==> config.mk <==
export PLATFORM = sky130hd
export DESIGN_NAME = imem_fetch
export DESIGN_NICKNAME = d
export VERILOG_FILES = /design/src/rtl/imem_fetch.sv
export SDC_FILE = /design/constraint.sdc
export NUM_CORES = 2
export LEC_CHECK = 0
export BUFFER_PORTS_ARGS = -buffer_cell sky130_fd_sc_hd__buf_2
export CAP_MARGIN = 20
export CELL_PAD_IN_SITES_DETAIL_PLACEMENT = 1
export CELL_PAD_IN_SITES_GLOBAL_PLACEMENT = 1
export CORE_MARGIN = 3
export CORE_UTILIZATION = 48
export CTS_CLUSTER_DIAMETER = 40
export DETAILED_ROUTE_END_ITERATION = 10
export PLACE_DENSITY = 0.71
export SETUP_SLACK_MARGIN = 0.5
export SLEW_MARGIN = 20
export SYNTH_ARGS = -nofsm -noshare
export SYNTH_HDL_FRONTEND = slang
export SYNTH_SLANG_ARGS = --single-unit
export TNS_END_PERCENT = 100
==> constraint.sdc <==
create_clock -name clk -period 6.2 [get_ports clk]
set_input_delay 1.55 -clock clk [delete_from_list [all_inputs] [get_ports clk]]
set_output_delay 1.55 -clock clk [all_outputs]
set_load 0.02 [all_outputs]
==> src/rtl/imem_fetch.sv <==
// Instruction memory with a pipelined fetch port and a 2-entry in-order response queue.
// Define IMEM_FETCH_FAULT_EN to flag misaligned/out-of-range fetches and drop such loads.
module imem_fetch #(
  parameter int DATA_W  = 32,
  parameter int DEPTH   = 64,
  parameter int LATENCY = 1
) (
  input  logic              clk,
  input  logic              reset,
  input  logic              req_valid,
  output logic              req_ready,
  input  logic [31:0]       req_addr,
  output logic              rsp_valid,
  input  logic              rsp_ready,
  output logic [DATA_W-1:0] rsp_data,
  output logic              rsp_fault,
  input  logic              wr_en,
  input  logic [31:0]       wr_addr,
  input  logic [DATA_W-1:0] wr_data
);

  localparam int AW = $clog2(DEPTH);
  localparam logic [DATA_W-1:0] NOP = DATA_W'(32'h00000013);

  logic [DATA_W-1:0] mem [DEPTH];
  logic [AW-1:0]     rd_idx;
  logic [AW-1:0]     wr_idx;
  logic              rd_bad;
  logic              wr_bad;
  logic              wr_go;
  logic [DATA_W-1:0] rd_word;

  assign rd_idx = req_addr[AW+1:2];
  assign wr_idx = wr_addr[AW+1:2];

`ifdef IMEM_FETCH_FAULT_EN
  assign rd_bad = (req_addr[1:0] != 2'b00) || (req_addr[31:AW+2] != '0);
  assign wr_bad = (wr_addr[1:0] != 2'b00) || (wr_addr[31:AW+2] != '0);
`else
  logic unused_addr_bits;
  assign rd_bad = 1'b0;
  assign wr_bad = 1'b0;
  assign unused_addr_bits = ^{req_addr[31:AW+2], req_addr[1:0], wr_addr[31:AW+2], wr_addr[1:0]};
`endif

  // Loads are gated combinationally so the array itself carries no reset.
  assign wr_go = wr_en && !wr_bad && !reset;

  always_ff @(posedge clk) begin
    if (wr_go) begin
      mem[wr_idx] <= wr_data;
    end
  end

  assign rd_word = rd_bad ? NOP : mem[rd_idx];

  logic              ready_en;
  logic              accept;
  logic              pop;
  logic              push_v;
  logic [DATA_W-1:0] push_d;
  logic              push_f;
  logic              inflight;
  logic [1:0]        occ;
  logic [1:0]        load;
  logic [1:0]        settled;
  logic [DATA_W-1:0] q_d0;
  logic [DATA_W-1:0] q_d1;
  logic              q_f0;
  logic              q_f1;

  assign accept = req_valid && req_ready;
  assign pop    = rsp_valid && rsp_ready;

  generate
    if (LATENCY == 2) begin : g_lat2
      logic              st_v;
      logic [DATA_W-1:0] st_d;
      logic              st_f;

      always_ff @(posedge clk or posedge reset) begin
        if (reset) begin
          st_v <= 1'b0;
          st_d <= '0;
          st_f <= 1'b0;
        end else begin
          st_v <= accept;
          st_d <= rd_word;
          st_f <= rd_bad;
        end
      end

      assign push_v   = st_v;
      assign push_d   = st_d;
      assign push_f   = st_f;
      assign inflight = st_v;
    end else begin : g_lat1
      assign push_v   = accept;
      assign push_d   = rd_word;
      assign push_f   = rd_bad;
      assign inflight = 1'b0;
    end
  endgenerate

  // A head pop in this cycle frees its slot, which keeps full throughput at either latency.
  assign load      = occ + {1'b0, inflight};
  assign settled   = load - {1'b0, pop};
  assign req_ready = ready_en && (settled < 2'd2);

  always_ff @(posedge clk or posedge reset) begin
    if (reset) begin
      ready_en <= 1'b0;
    end else begin
      ready_en <= 1'b1;
    end
  end

  always_ff @(posedge clk or posedge reset) begin
    if (reset) begin
      occ  <= 2'd0;
      q_d0 <= '0;
      q_f0 <= 1'b0;
      q_d1 <= '0;
      q_f1 <= 1'b0;
    end else begin
      case ({push_v, pop})
        2'b10: begin
          if (occ == 2'd0) begin
            q_d0 <= push_d;
            q_f0 <= push_f;
          end else begin
            q_d1 <= push_d;
            q_f1 <= push_f;
          end
          occ <= occ + 2'd1;
        end
        2'b01: begin
          q_d0 <= q_d1;
          q_f0 <= q_f1;
          occ  <= occ - 2'd1;
        end
        2'b11: begin
          if (occ == 2'd1) begin
            q_d0 <= push_d;
            q_f0 <= push_f;
          end else begin
            q_d0 <= q_d1;
            q_f0 <= q_f1;
            q_d1 <= push_d;
            q_f1 <= push_f;
          end
        end
        default: ;
      endcase
    end
  end

  assign rsp_valid = (occ != 2'd0);
  assign rsp_data  = rsp_valid ? q_d0 : '0;
  assign rsp_fault = rsp_valid && q_f0;

endmodule

; Yosys cells after proc, flatten, opt, wreduce, memory -nomap -nowiden
; Memory sizes are Yosys's and may differ from the RTL's.
; Cells that the tools add are included.
; Widths: inputs -> output; s select.
[word_totals]
register_bits = 69
ramBits = 2048
input_bits = 101
out_inout_bits = 35
word_cells = 47
n_memories = 1
[mem_list]
columns = memory, depth, word_bits, read_ports, rd_ports_with_merged_regs, wr, line
row1 = mem, 64, 32, 1, 0, 1, 25  ; logic [DATA_W-1:0] mem [DEPTH];
[op_classes]
add_sub_neg = 3
magnitude_cmp = 1
n_eq_ne = 7
n_mux = 16
n_reduce_logical = 13
[op_table]
columns = operator, n
row1 = $mux 32, 5
row2 = $pmux 32 s3, 1
row3 = $pmux 32 s2, 1
row4 = $mux 1, 6
row5 = $ne 2x2->1 const B, 3
row6 = $reduce_bool 2->1, 3
row7 = $logic_and 1x1->1, 5
row8 = $eq 2x1->1 const B, 2
row9 = $eq 2x2->1 const B, 2
row10 = $pmux 2 s2, 1
row11 = $pmux 1 s3, 1
row12 = $reduce_and 3->1, 1
row13 = $reduce_bool 3->1, 1
row14 = $add 2x1->2 const B, 1
row15 = $logic_not 2->1, 1
row16 = $lt 2x2->1 const B, 1
row17 = $pmux 1 s2, 1
row18 = $reduce_and 2->1, 1
row19 = $sub 2x1->2, 1
row20 = $sub 2x1->2 const B, 1
row21 = $logic_not 1->1, 1

; Logic depth before layout (Yosys ltp)
[depth]
depth_word = 9
ltp_mapped = 16

; Worst setup path after synthesis
; OpenSTA, ideal clock, no wires.
[synth_timing]
path_kind = input -> register
start = input port reset
end = memory mem[55][0], enable pin
setup_time_ns = 0.421
arrival_time_ns = 4.958
slack_ns = 0.821
path_stages = 4
n_path_buf = 0
cell_sequence = inv_1 and3_1 nand3_1 nor2_1
[synth_via]
elab_chain_cells = 4
[synth_rtl]
columns = element, line
row1 = from (decl), 9  ; input logic reset,
row2 = $logic_not 1->1 (no line), -
row3 = $logic_and 1x1->1, 47  ; assign wr_go = wr_en && !wr_bad && !reset;
row4 = $mux 1, 50  ; if (wr_go) begin
row5 = $mux 1 (not written as such), 51  ; mem[wr_idx] <= wr_data;
row6 = to (decl), 25
; No other way between the ends.

; Worst setup path after layout
[layout_timing]
start = input port rsp_ready
end = output port req_ready
[layout_via]
elab_chain_cells = 4
[layout_rtl]
columns = element, line
row1 = from (decl), 14  ; input logic rsp_ready,
row2 = $logic_and 1x1->1, 73  ; assign pop = rsp_valid && rsp_ready;
row3 = $sub 2x1->2, 107  ; assign settled = load - {1'b0, pop};
row4 = $lt 2x2->1, 108  ; assign req_ready = ready_en && (settled < 2'd2);
row5 = $logic_and 1x1->1, 108
row6 = to (decl), 11  ; output logic req_ready,
; No other way between the ends.

==> results.sh <==
export IMPL_synth_largest_area_cell="sky130_fd_sc_hd__edfxtp_1"
export IMPL_period_minus_slack_ns=3.999
export IMPL_power_uw=35290
export IMPL_grt_antenna_before_repair=12
export IMPL_finalSetupViolations=0
export IMPL_asyncSetResetFlopFracSynth=0.03168
export IMPL_clock_tree_buffer_depth=4
export IMPL_net_count_of_the_mapped_netlist=4848
export IMPL_crit_required_ns=4.65
export IMPL_core_region_area_um2=170600
export IMPL_critical_path_s_largest_stage_delay_ns=0.20
export IMPL_synthesis_yosys_warnings=0
export IMPL_maxSlewViolCount=0
export IMPL_peak_clock_frequency_supported_by_timing_ghz=0.2500
export IMPL_groute_usage_overall=0.2770
export IMPL_max_transition_margin=0.1993
export IMPL_layout_nets=5144
export IMPL_gp_congestion=0.7937
export IMPL_syn_area_um2=82910
export IMPL_rsz_0062_raised_after_global_routing="no"
export IMPL_timing_hold_violations_final=0
export IMPL_wl_per_cell_um=32.95
export IMPL_core_rowCount=151
export IMPL_count_of_state_elements_after_synthesis=2115
export IMPL_clock_insertion_delay_worst_skew_ns=0.95
export IMPL_first_global_vias=49130
export IMPL_route_detailed_vias_per_inst=6.211
export IMPL_tightest_slew_ns=1.199
export IMPL_global_route_wire_length_before_repair_um=355700
export IMPL_top_ff_cell_synth="sky130_fd_sc_hd__edfxtp_1"
export IMPL_startpoint_type="primary input"
export IMPL_htree_num_levels=5
export IMPL_endpoint_kind="output port"
export IMPL_critical_path_peak_fanout=6
export IMPL_cts_tree="done"
export IMPL_status="finished, final reports clean"
export IMPL_path_clk_slew_ns=0.05
export IMPL_io_pins=136
export IMPL_place_detailed_hpwl_um=137500
export IMPL_pwr_dens_nw_per_um2=364.6
export IMPL_post_route_cells_drive_above_1_share=0.1730
export IMPL_drt_drc_violations_left=0
export IMPL_synthDominantCellAreaShare=0.7417
export IMPL_vdd_drop_max_mv=0.2271
export IMPL_syn_mean_instance_area_um2=17.49
export IMPL_clock_tree_root_cell="sky130_fd_sc_hd__clkbuf_16"
export IMPL_slowest_stage="sky130_fd_sc_hd__o21ai_0"
export IMPL_crit_path_frequent_cell="sky130_fd_sc_hd__buf_2"
export IMPL_synth_top_cells_by_area="sky130_fd_sc_hd__edfxtp_1 74%, sky130_fd_sc_hd__mux2i_1 11%, sky130_fd_sc_hd__dfrtp_1 2.0%"
export IMPL_critical_path_cell_chain="buf_2 > nor2b_4 > inv_1 > o21ai_0 > and3_1 > buf_2"
export IMPL_io_buffers=82
export IMPL_post_cts_resized_instances=0
export IMPL_synth_yosys_seq_area_share=0.7620
export IMPL_areaGrowthSynthToFinish_pct=16.73
export IMPL_routed_wirelength_um=248400
export IMPL_postRouteAntennaNets=0
export IMPL_placed_cells=7039
export IMPL_setup_tns_final_ns=0
export IMPL_synth_edf_count=2048
export IMPL_detailedRoute_firstPassIterationCount=5
export IMPL_initial_core_util=0.4860
export IMPL_finClkSkew_ns=0.07329
export IMPL_dieWidth_um=421.6
export IMPL_most_common_layout_cells="2048 x sky130_fd_sc_hd__edfxtp_1, 896 x sky130_fd_sc_hd__mux2i_1, 291 x sky130_fd_sc_hd__clkbuf_16, 258 x sky130_fd_sc_hd__nand2_1, 195 x sky130_fd_sc_hd__buf_4"
export IMPL_clock_sinks=2115
export IMPL_final_common_cell="sky130_fd_sc_hd__edfxtp_1"
export IMPL_syn_instance_count=4741
export IMPL_cts_hold_buffers_added=0
export IMPL_worst_min_path_class="reg2reg"
export IMPL_timing_setup_critical_path_class="in2out"
export IMPL_cap_viol_max_count=0
export IMPL_ys_types=61
export IMPL_vias=46820
export IMPL_die_area_um2=177800
export IMPL_power_leakage_uw=0.03366
export IMPL_cts_made_buffers=290
export IMPL_chip_height_um=421.6
export IMPL_post_cts_repair_setup_buffers=0
export IMPL_finish_cell_count_without_fillers=7539
export IMPL_detail_route_iter0_violations=5527
export IMPL_grt_start_max_net_pins=73
export IMPL_fin_crit_sh=0.6451
export IMPL_critical_path_arrival_ns=2.45
export IMPL_hold_worst_slack_ns=0.5094
export IMPL_globalRoute_totalOverflow=0
per-stage QoR:
stage               instance area, um2    util  setup slack [ns]
floorplan                        82910       -            0.8210
global placement                 87230  0.5113             1.472
detailed placement               87230  0.5113             1.413
CTS                              96720  0.5669             2.163
global route                     96780  0.5673             2.058
finish                           96780  0.5673             2.201
path summary, 6_finish.rpt:
kind | start | endpoint | slack [ns] | cells past startpoint
worst max register to register | occ[0] | q_d1[31] | 2.88 | 12
max in group asynchronous | reset | q_d0[16] | 4.60 | 3
worst min-delay path | q_d1[17] | q_d1[17] | 0.51 | 2
worst max-delay path | rsp_ready | req_ready | 2.20 | 6
min in group asynchronous | reset | q_d1[5] | 0.93 | 3
worst min register to register | q_d1[17] | q_d1[17] | 0.51 | 2
synth_stat cells, drive strengths merged, types with 4 or more instances:
cell,instances
nand4b,4
nor3,30
nor2,214
nor2b,45
o41ai,27
edfxtp,2048
inv,9
a31oi,34
mux4,65
nand3,67
nand4,31
nand2,259
ha,6
or3,4
o22ai,171
mux2,8
a21oi,57
buf,191
mux2i,896
o211ai,4
nand2b,8
dfrtp,67
o221ai,29
clkbuf,96
o21ai,147
a22oi,175
a211oi,10
critical path: cells and delay by family:
kind	cells	cell delay, ns
compound gates	1	0.20
buf+inv	3	0.37
simple gates	2	0.34
routing by layer:
metal | track usage | routed length, um | share of wire | vias up
met5 | 0 | 42 | 0.00017 | -
met4 | 0.1081 | 9870 | 0.040 | 8
met3 | 0.06054 | 20690 | 0.083 | 418
met2 | 0.4419 | 118000 | 0.48 | 2117
met1 | 0.3737 | 99820 | 0.40 | 24820
li1 | - | - | - | 19460
cells by family after synthesis:
| logic type | after synthesis | share of synthesized area |
|---|---|---|
| adders and majority gates | 6 | 0.0009054 |
| buffers and inverters | 296 | 0.01891 |
| DFF | 2115 | 0.7620 |
| xor gates and xnor gates | 2 | 0.0002113 |
| AOI/OAI and AO/OA | 668 | 0.05427 |
| muxes | 969 | 0.1270 |
| and+or+nand+nor | 683 | 0.03669 |
| other | 2 | 0.00009058 |
where the power goes:
part	total [uW]	switching [uW]	internal, uW
clock network	16500	6300	10200
logic	2640	1810	833
registers	16100	166	15900
total	35300	8280	27000
flip-flops by register name, indices dropped and copies added (netlist names):
name / cells
ready_en: 1
mem: 2048
q_d1: 32
q_d0: 32
occ: 2
layout make-up:
cell class | instances | area, um2
antenna | 2 | 5.005
clock buffer | 325 | 7410
clock inverter | 172 | 2081
fill | 15140 | 73820
inverter | 9 | 35.03
multi-input combinational | 2330 | 18790
sequential | 2115 | 63180
tap | 2295 | 2872
timing repair buffer | 291 | 2416
Power figures use the tool's default switching activity.
